--- src/rtl/kj11_stk_trap_seq_if.sv ---
// kj11_stk_trap_seq_if
//   Bundles the stack-limit trap sequencer's signals between the KJ11
//   comparator, the CPU microsequencer and the sequencer itself.
//   master : CPU/KJ11 side; drives init, stk_ref, eovfl, eovfl_stop,
//            instr_end, trap_ack, err_clr and observes the sequencer outputs.
//   slave  : sequencer side; drives ckovf, red_abort, force_sp, sp_value,
//            trap_req, trap_vec, halt_req, err_bits.
interface kj11_stk_trap_seq_if;
   logic        init;
   logic        stk_ref;
   logic        eovfl;
   logic        eovfl_stop;
   logic        instr_end;
   logic        trap_ack;
   logic        err_clr;
   logic        ckovf;
   logic        red_abort;
   logic        force_sp;
   logic [15:0] sp_value;
   logic        trap_req;
   logic [7:0]  trap_vec;
   logic        halt_req;
   logic [1:0]  err_bits;

   modport master (
      output init, stk_ref, eovfl, eovfl_stop, instr_end, trap_ack, err_clr,
      input  ckovf, red_abort, force_sp, sp_value, trap_req, trap_vec,
             halt_req, err_bits
   );

   modport slave (
      input  init, stk_ref, eovfl, eovfl_stop, instr_end, trap_ack, err_clr,
      output ckovf, red_abort, force_sp, sp_value, trap_req, trap_vec,
             halt_req, err_bits
   );
endinterface

--- src/rtl/kj11_stk_trap_seq.sv ---
// kj11_stk_trap_seq
//   Stack-overflow trap sequencer downstream of the KJ11 stack-limit
//   comparator. A yellow-zone push defers a trap to VEC until end of
//   instruction; a red-zone push aborts the bus cycle, forces SP to RED_SP
//   and traps. A red push while the red trap is still pending halts the CPU.
// Ports
//   clk      system clock
//   reset_n  asynchronous active-low reset
//   bus      kj11_stk_trap_seq_if.slave (init, stk_ref, eovfl, eovfl_stop,
//            instr_end, trap_ack, err_clr in; ckovf, red_abort, force_sp,
//            sp_value, trap_req, trap_vec, halt_req, err_bits out)
// Build option
//   KJ11_STK_ERR_REG_EN : when defined, err_bits carries sticky red/yellow
//   status for the CPU error register; otherwise err_bits is 0 and err_clr
//   is ignored.
module kj11_stk_trap_seq #(
   parameter logic [7:0]  VEC    = 8'o004,
   parameter logic [15:0] RED_SP = 16'o000004
) (
   input logic               clk,
   input logic               reset_n,
   kj11_stk_trap_seq_if.slave bus
);

   typedef enum logic [2:0] {
      IDLE, YEL_PEND, YEL_TRAP, RED_ABORT, RED_LOADSP, RED_TRAP, HALT
   } state_t;

   state_t state, state_nxt;
   logic   red_hit, yel_hit;

   assign red_hit = bus.stk_ref & bus.eovfl_stop;
   assign yel_hit = bus.stk_ref & bus.eovfl & ~bus.eovfl_stop;

   always_ff @(posedge clk or negedge reset_n) begin
      if (!reset_n) state <= IDLE;
      else          state <= state_nxt;
   end

   // Outputs are pure state decodes, so each one changes only at a clock
   // edge (or immediately on reset); ckovf alone follows stk_ref directly.
   always_comb begin
      state_nxt     = state;
      bus.red_abort = 1'b0;
      bus.force_sp  = 1'b0;
      bus.trap_req  = 1'b0;
      bus.halt_req  = 1'b0;
      bus.ckovf     = 1'b0;
      case (state)
         IDLE: begin
            bus.ckovf = bus.stk_ref;
            if (red_hit)      state_nxt = RED_ABORT;
            else if (yel_hit) state_nxt = YEL_PEND;
         end
         YEL_PEND: begin
            bus.ckovf = bus.stk_ref;
            // Red preempts the deferred yellow trap; extra yellows are dropped.
            if (red_hit)            state_nxt = RED_ABORT;
            else if (bus.instr_end) state_nxt = YEL_TRAP;
         end
         YEL_TRAP: begin
            bus.trap_req = 1'b1;
            // The trap's own pushes can go red, and red beats the ack.
            if (red_hit)           state_nxt = RED_ABORT;
            else if (bus.trap_ack) state_nxt = IDLE;
         end
         RED_ABORT: begin
            bus.red_abort = 1'b1;
            state_nxt     = RED_LOADSP;
         end
         RED_LOADSP: begin
            bus.force_sp = 1'b1;
            state_nxt    = RED_TRAP;
         end
         RED_TRAP: begin
            bus.trap_req = 1'b1;
            // Second red before the ack is a double error.
            if (red_hit)           state_nxt = HALT;
            else if (bus.trap_ack) state_nxt = IDLE;
         end
         HALT: begin
            bus.halt_req = 1'b1;
         end
         default: state_nxt = IDLE;
      endcase
      if (bus.init) state_nxt = IDLE;
   end

   assign bus.trap_vec = bus.trap_req ? VEC : 8'd0;
   assign bus.sp_value = RED_SP;

`ifdef KJ11_STK_ERR_REG_EN
   logic [1:0] err_q;
   logic       red_set, yel_set;

   assign red_set = (state_nxt == RED_ABORT) && (state != RED_ABORT);
   assign yel_set = (state_nxt == YEL_PEND)  && (state != YEL_PEND);

   // Set dominates a same-cycle clear so no event is lost.
   always_ff @(posedge clk or negedge reset_n) begin
      if (!reset_n)      err_q <= 2'b00;
      else if (bus.init) err_q <= 2'b00;
      else               err_q <= (bus.err_clr ? 2'b00 : err_q) | {red_set, yel_set};
   end

   assign bus.err_bits = err_q;
`else
   logic unused_err_clr;
   assign unused_err_clr = bus.err_clr;
   assign bus.err_bits   = 2'b00;
`endif

endmodule

--- src/flat_wrapper.sv ---
// flat-port wrapper written by rule: the top's interface ports become plain ports
module kj11_stk_trap_seq_flat 
#(
   parameter logic [7:0]  VEC    = 8'o004,
   parameter logic [15:0] RED_SP = 16'o000004
)
  (clk, reset_n, bus_init, bus_stk_ref, bus_eovfl, bus_eovfl_stop, bus_instr_end, bus_trap_ack, bus_err_clr, bus_ckovf, bus_red_abort, bus_force_sp, bus_sp_value, bus_trap_req, bus_trap_vec, bus_halt_req, bus_err_bits);
  kj11_stk_trap_seq_if bus_i ();
  input logic clk;
  input logic reset_n;
  input wire logic [$bits(bus_i.init)-1:0] bus_init;
  input wire logic [$bits(bus_i.stk_ref)-1:0] bus_stk_ref;
  input wire logic [$bits(bus_i.eovfl)-1:0] bus_eovfl;
  input wire logic [$bits(bus_i.eovfl_stop)-1:0] bus_eovfl_stop;
  input wire logic [$bits(bus_i.instr_end)-1:0] bus_instr_end;
  input wire logic [$bits(bus_i.trap_ack)-1:0] bus_trap_ack;
  input wire logic [$bits(bus_i.err_clr)-1:0] bus_err_clr;
  output wire logic [$bits(bus_i.ckovf)-1:0] bus_ckovf;
  output wire logic [$bits(bus_i.red_abort)-1:0] bus_red_abort;
  output wire logic [$bits(bus_i.force_sp)-1:0] bus_force_sp;
  output wire logic [$bits(bus_i.sp_value)-1:0] bus_sp_value;
  output wire logic [$bits(bus_i.trap_req)-1:0] bus_trap_req;
  output wire logic [$bits(bus_i.trap_vec)-1:0] bus_trap_vec;
  output wire logic [$bits(bus_i.halt_req)-1:0] bus_halt_req;
  output wire logic [$bits(bus_i.err_bits)-1:0] bus_err_bits;
  assign bus_i.init = bus_init;
  assign bus_i.stk_ref = bus_stk_ref;
  assign bus_i.eovfl = bus_eovfl;
  assign bus_i.eovfl_stop = bus_eovfl_stop;
  assign bus_i.instr_end = bus_instr_end;
  assign bus_i.trap_ack = bus_trap_ack;
  assign bus_i.err_clr = bus_err_clr;
  assign bus_ckovf = bus_i.ckovf;
  assign bus_red_abort = bus_i.red_abort;
  assign bus_force_sp = bus_i.force_sp;
  assign bus_sp_value = bus_i.sp_value;
  assign bus_trap_req = bus_i.trap_req;
  assign bus_trap_vec = bus_i.trap_vec;
  assign bus_halt_req = bus_i.halt_req;
  assign bus_err_bits = bus_i.err_bits;
  kj11_stk_trap_seq #(.VEC(VEC), .RED_SP(RED_SP)) u_core (.clk(clk), .reset_n(reset_n), .bus(bus_i));
endmodule
--- config.mk ---
export PLATFORM = sky130hd
export DESIGN_NAME = kj11_stk_trap_seq_flat
export DESIGN_NICKNAME = d
export VERILOG_FILES = /design/src/rtl/kj11_stk_trap_seq_if.sv /design/src/rtl/kj11_stk_trap_seq.sv /design/src/flat_wrapper.sv
export SDC_FILE = /design/constraint.sdc
export NUM_CORES = 1
export LEC_CHECK = 0
export ABC_CLOCK_PERIOD_IN_PS = 1500
export CAP_MARGIN = 20
export CORE_MARGIN = 2
export CORE_UTILIZATION = 32
export CTS_CLUSTER_SIZE = 20
export DETAILED_ROUTE_END_ITERATION = 6
export PLACE_DENSITY = 0.81
export SLEW_MARGIN = 5
export SYNTH_ARGS = -nofsm -noshare
export SYNTH_HDL_FRONTEND = slang
export SYNTH_SLANG_ARGS = --single-unit
--- constraint.sdc ---
create_clock -name clk -period 1.5 [get_ports clk]
set_clock_uncertainty 0.15 [all_clocks]
set_input_delay 0.3 -clock clk [delete_from_list [all_inputs] [get_ports clk]]
set_output_delay 0.3 -clock clk [all_outputs]
set_load 0.01 [all_outputs]
---- After elaboration in Yosys (flattened, before gate mapping) ----
Index checks and enable logic that the tools add are counted.
word-level totals
  flip-flop bits (word level) ............. 3
  bits of input ports ..................... 9
  word-level logic and storage cells ...... 33
cells by class
  reductions and logical operators ........ 4
  eq/ne operators ......................... 9
  bitwise logic cells ..................... 4
  mux-type cells .......................... 15
operators with widths
  kind                                                              number
  3-bit two-way mux                                                 9
  3-bit one-hot mux with 7 select lines                             1
  3-bit == test (second input constant)                             3
  3-bit by 2-bit == test with 1-bit output (second input constant)  2
  1-bit two-way mux                                                 5
  4-bit by 2-bit != test with 1-bit output (second input constant)  1
  4-bit by 3-bit != test with 1-bit output (second input constant)  1
  2-bit OR reduction                                                2
  1-bit AND                                                         3
  3-bit by 1-bit == test with 1-bit output (second input constant)  1
  3-bit logical NOT                                                 1
  3-bit AND reduction                                               1
  2-bit != test (second input constant)                             1
  1-bit NOT                                                         1

---- Logic depth before layout (Yosys ltp) ----
  depth in word-level cells ............... 6
  gate-level depth with buffers ........... 5

---- Least setup slack after synthesis ----
Ideal clock, no wire load.
  path type ............................... reg-to-output
  start ................................... reg u_core.state[1]
  end ..................................... out bus_trap_vec[2]
  arrival ................................. 1.170 ns
  stages on the path, launching flop included .. 5
  slack ................................... -0.120 ns
  path buffers ............................ 2
  required time ........................... 1.050 ns
  cells stage by stage .................... dfrtp_1 -> buf_6 -> nand2b_1 -> o21ai_0 -> buf_4
on the way
  cells in the longest elaborated chain, start to end .. 4
  elaborated cells on any way between the ends .. 5
  classes of those cells .................. eq/ne (2); mux (2); reduce/logical (1)
RTL lines
  what                                                                              RTL line                 source
  from (decl)                                                                       kj11_stk_trap_seq.sv:29  state_t state, state_nxt;
  from (signal assigned)                                                            kj11_stk_trap_seq.sv:37  else state <= state_nxt;
  3-bit by 2-bit == test with 1-bit output / 3-bit == test (equally long branches)  kj11_stk_trap_seq.sv:49  case (state)
  2-bit OR reduction (no source line) *                                             -
  1-bit two-way mux *                                                               kj11_stk_trap_seq.sv:49
  named net bus_trap_req                                                            flat_wrapper.sv:22       output wire logic [$bits(bus_i.trap_req)-1:0] bus_trap_req;
  3-bit two-way mux *                                                               kj11_stk_trap_seq.sv:89  assign bus.trap_vec = bus.trap_req ? VEC : 8'd0;
  to (decl)                                                                         flat_wrapper.sv:23       output wire logic [$bits(bus_i.trap_vec)-1:0] bus_trap_vec;
The timed path passes the listed nets; every way through them passes the cells marked *.

---- Worst setup path in the final report ----
  start ................................... reg u_core.state[2]
  end ..................................... out bus_ckovf
on the way
  cells in the longest elaborated chain, start to end .. 3
  elaborated cells on any way between the ends .. 4
  classes of those cells .................. eq/ne (1); mux (1); reduce/logical (2)
RTL lines
  what                                                                                  RTL line                 source
  3-bit by 1-bit == test with 1-bit output / 3-bit logical NOT (equally long branches)  kj11_stk_trap_seq.sv:49
  2-bit OR reduction (no source line) *                                                 -
  1-bit two-way mux *                                                                   kj11_stk_trap_seq.sv:49
  to (decl)                                                                             flat_wrapper.sv:18       output wire logic [$bits(bus_i.ckovf)-1:0] bus_ckovf;
Every way passes the cells marked *; elsewhere a longest branch is shown, timed or not.

==> results by group <==
Status
  • Status: complete, but fails checks
  • Violated checks: setup timing

Final layout
  • Filler cells: around 140
  • Share of cells above drive strength 1: roughly half
  • Layout area overhead: 50.8%
  • Largest regs: u_core.state x3
  • Largest register FFs: 3
  • Final nets: 100
  • Largest Register: u_core.state
  • Leading cell type in the layout, fill and taps excluded: conb_1
  • Most frequent cells in the layout: conb_1, buf_4, buf_6, clkdlybuf4s50_1, buf_2
  • Diodes inserted: 0

Clocking
  • CTS tree: built
  • Number of H-tree levels: 1
  • Max Buffers Root-to-Sink: 2
  • CTS Root Cell: clkbuf_4
  • Sink Count: 3
  • Worst-path clk slew: ~0.040 ns
  • Clk_lat worst skew: 0.23 ns
  • CTS buffer count: 3

Logic synthesis
  • Count of unique library cells instantiated by Yosys: 23
  • Compound-gate portion of the synthesized area: ~22%
  • Cell Area, Synth: 495 sq um
  • Mux share of post-synthesis cell area: 0%
  • Mapped Cells: 63
  • Xor/xnor share of the synthesized area: 0%
  • Flops & latches, synth: 3
  • Yosys Warn Count: 0
  • Mean post-synth cell area: between 7 and 8 sq um
  • Seq/Total Area, Yosys: ~15%
  • Largest family of logic cells by synthesized area: buffers and inverters
  • Synth Area in Simple Gates: roughly 14%
  • Synth async-reset ratio: 100%
  • Post-synth top flop: dfrtp_1
  • Post-Synth Adder-Cell Area: 0%
  • Post-synth EDFFs: 0

GRT
  • First-pass GRT wire length: roughly 1.7 mm
  • Largest net degree at the start of global routing: 10
  • Top Usage Layer GRT: met2
  • Number of global-route vias before repair: 404
  • GRT met3 Usage: 2.92%
  • Met2 Usage GRT: 23.0%
  • Met1 usage: between 10% and 20%
  • Congestion Overflow GR: 0
  • Initial antenna violation count: 0
  • GRT Util Overall: roughly an eighth

Worst setup path
  • Max FO, Critical Path: 5
  • Data required, critical path: ~1.1 ns
  • RR Startpoint: u_core.state[1]$_DFFE_PN0P_
  • Critical Path End Type: output port
  • Crit path launch type: flip-flop
  • Crit path kind: flip-flop to output port
  • Arrival @ worst endpoint: between 1 and 1.5 ns
  • Crit path launch: u_core.state[2]$_DFFE_PN0P_

Die
  • Core Area: about 0.0015 sq mm
  • # rows: 14
  • Initial Util: 33.7%
  • Full die area: 0.00188 sq mm
  • Die width: ~43 um
  • Num ports: 40
  • Die Span Y: 43.4 um

Power
  • Pwr dens: ~660 mW/mm^2
  • VDD IR max: about 270 uV
  • Power Total: 0.491 mW
  • P_leak: 0.384 nW

Timing
  • Final Max Tran Viols: 0
  • Final worst setup slack: -0.0361 ns
  • Tcrit/Tclk final: 102%
  • Hold slack: 0.102 ns
  • Fmax achieved: between 600 and 700 MHz
  • Endpoints failing setup: 4
  • Final hold viol count: 0
  • Minimum clock period: between 1.5 and 2 ns
  • RSZ-0062 raised after global routing: yes

Worst hold path
  • Min-Delay Path Class: primary input to async pin

Place
  • Setup WS pre-CTS: -0.461 ns
  • GP Congestion: a little over 0.8
  • Final HPWL DP: 774 um
  • Port Buffers: 13

Routing
  • WL/cell: approximately 11 um
  • Drt drc: 0
  • TritonRoute pass-1 iters: 2
  • Routed Wire Length: between 1 and 1.5 mm
  • DR vias: 433
  • Number of routed nets with antenna violations: 0
  • Drt first-iter violations: 1
  • Vias per std cell: between 4 and 5

Job
  • Maxcap violations: 0
## critical path, stage by stage, from the launching register on
cell     delay (ns)
dfrtp_2        0.43
buf_6          0.13
nor3b_2        0.15
buf_2          0.14
## cells by family (layout without fill, tap and decap cells)
kind of cell	after synthesis	count (layout)
simple gates	13	13
flops	3	3
buf+inv	32	36
compound gates	13	13
other cells	2	25
## synth_stat cells, drive strengths merged, types with 2 or more instances
cell type	n	area, sq um
buf	29	219
a211oi	4	45.1
a21oi	3	15.0
dfrtp	3	75.1
inv	3	11.3
nand3	3	15.0
nor2	3	11.3
conb	2	7.51
nand2b	2	12.5
nor3b	2	15.0
## power breakdown
part           switching, mW  internal, mW  total, mW
Sequential           0.00813        0.0892     0.0974
Clock                 0.0386        0.0995      0.138
Combinational          0.129         0.127      0.256
## metal layers
layer | vias to the layer above | part of all wire [%]
li1 | 217 | -
met4 | 0 | 0
met5 | - | 0
met2 | 22 | 58
met3 | 0 | 6.7
met1 | 194 | 35
## final timing paths
kind / cells after the start / endpoint / slack [ns]
setup reg to reg: 6 / u_core.state[1]$_DFFE_PN0P_ / 0.04
hold reg to reg: 4 / u_core.state[2]$_DFFE_PN0P_ / 0.56
setup / recovery: 3 / bus_ckovf / -0.04
min in group clk: 5 / u_core.state[0]$_DFFE_PN0P_ / 0.49
hold / removal: 1 / u_core.state[0]$_DFFE_PN0P_ / 0.10
max in group asynchronous: 1 / u_core.state[2]$_DFFE_PN0P_ / 0.95
## final cells by class
class	count	area (sq um)	share of cell area, %
multi-input cells	51	355	47.6
repair buffers	29	258	34.5
inverters	3	11.3	1.51
flip-flops and latches	3	76.3	10.2
well taps	16	20.0	2.68
clock buffers	4	26.3	3.52
## metrics by stage
stage               setup TNS (ns)  cells  util [%]  cell area [sq um]
floorplan                        0     86         -                586
global placement             -1.86     95      39.7                584
detailed placement           -2.07     95      39.7                584
CTS                        -0.0919    102      45.6                671
global route                -0.547    106      50.8                747
finish                     -0.0995    106      50.8                747
## what timing repair did
item	4_1_cts	5_1_grt
pin swaps	4	5
endpoints found under the hold margin	0	0
buffers inserted	4	4
setup endpoints to repair	7	9
resized for setup	39	10
hold buffers	0	0
Note: power is estimated with default switching activity, not from simulation.
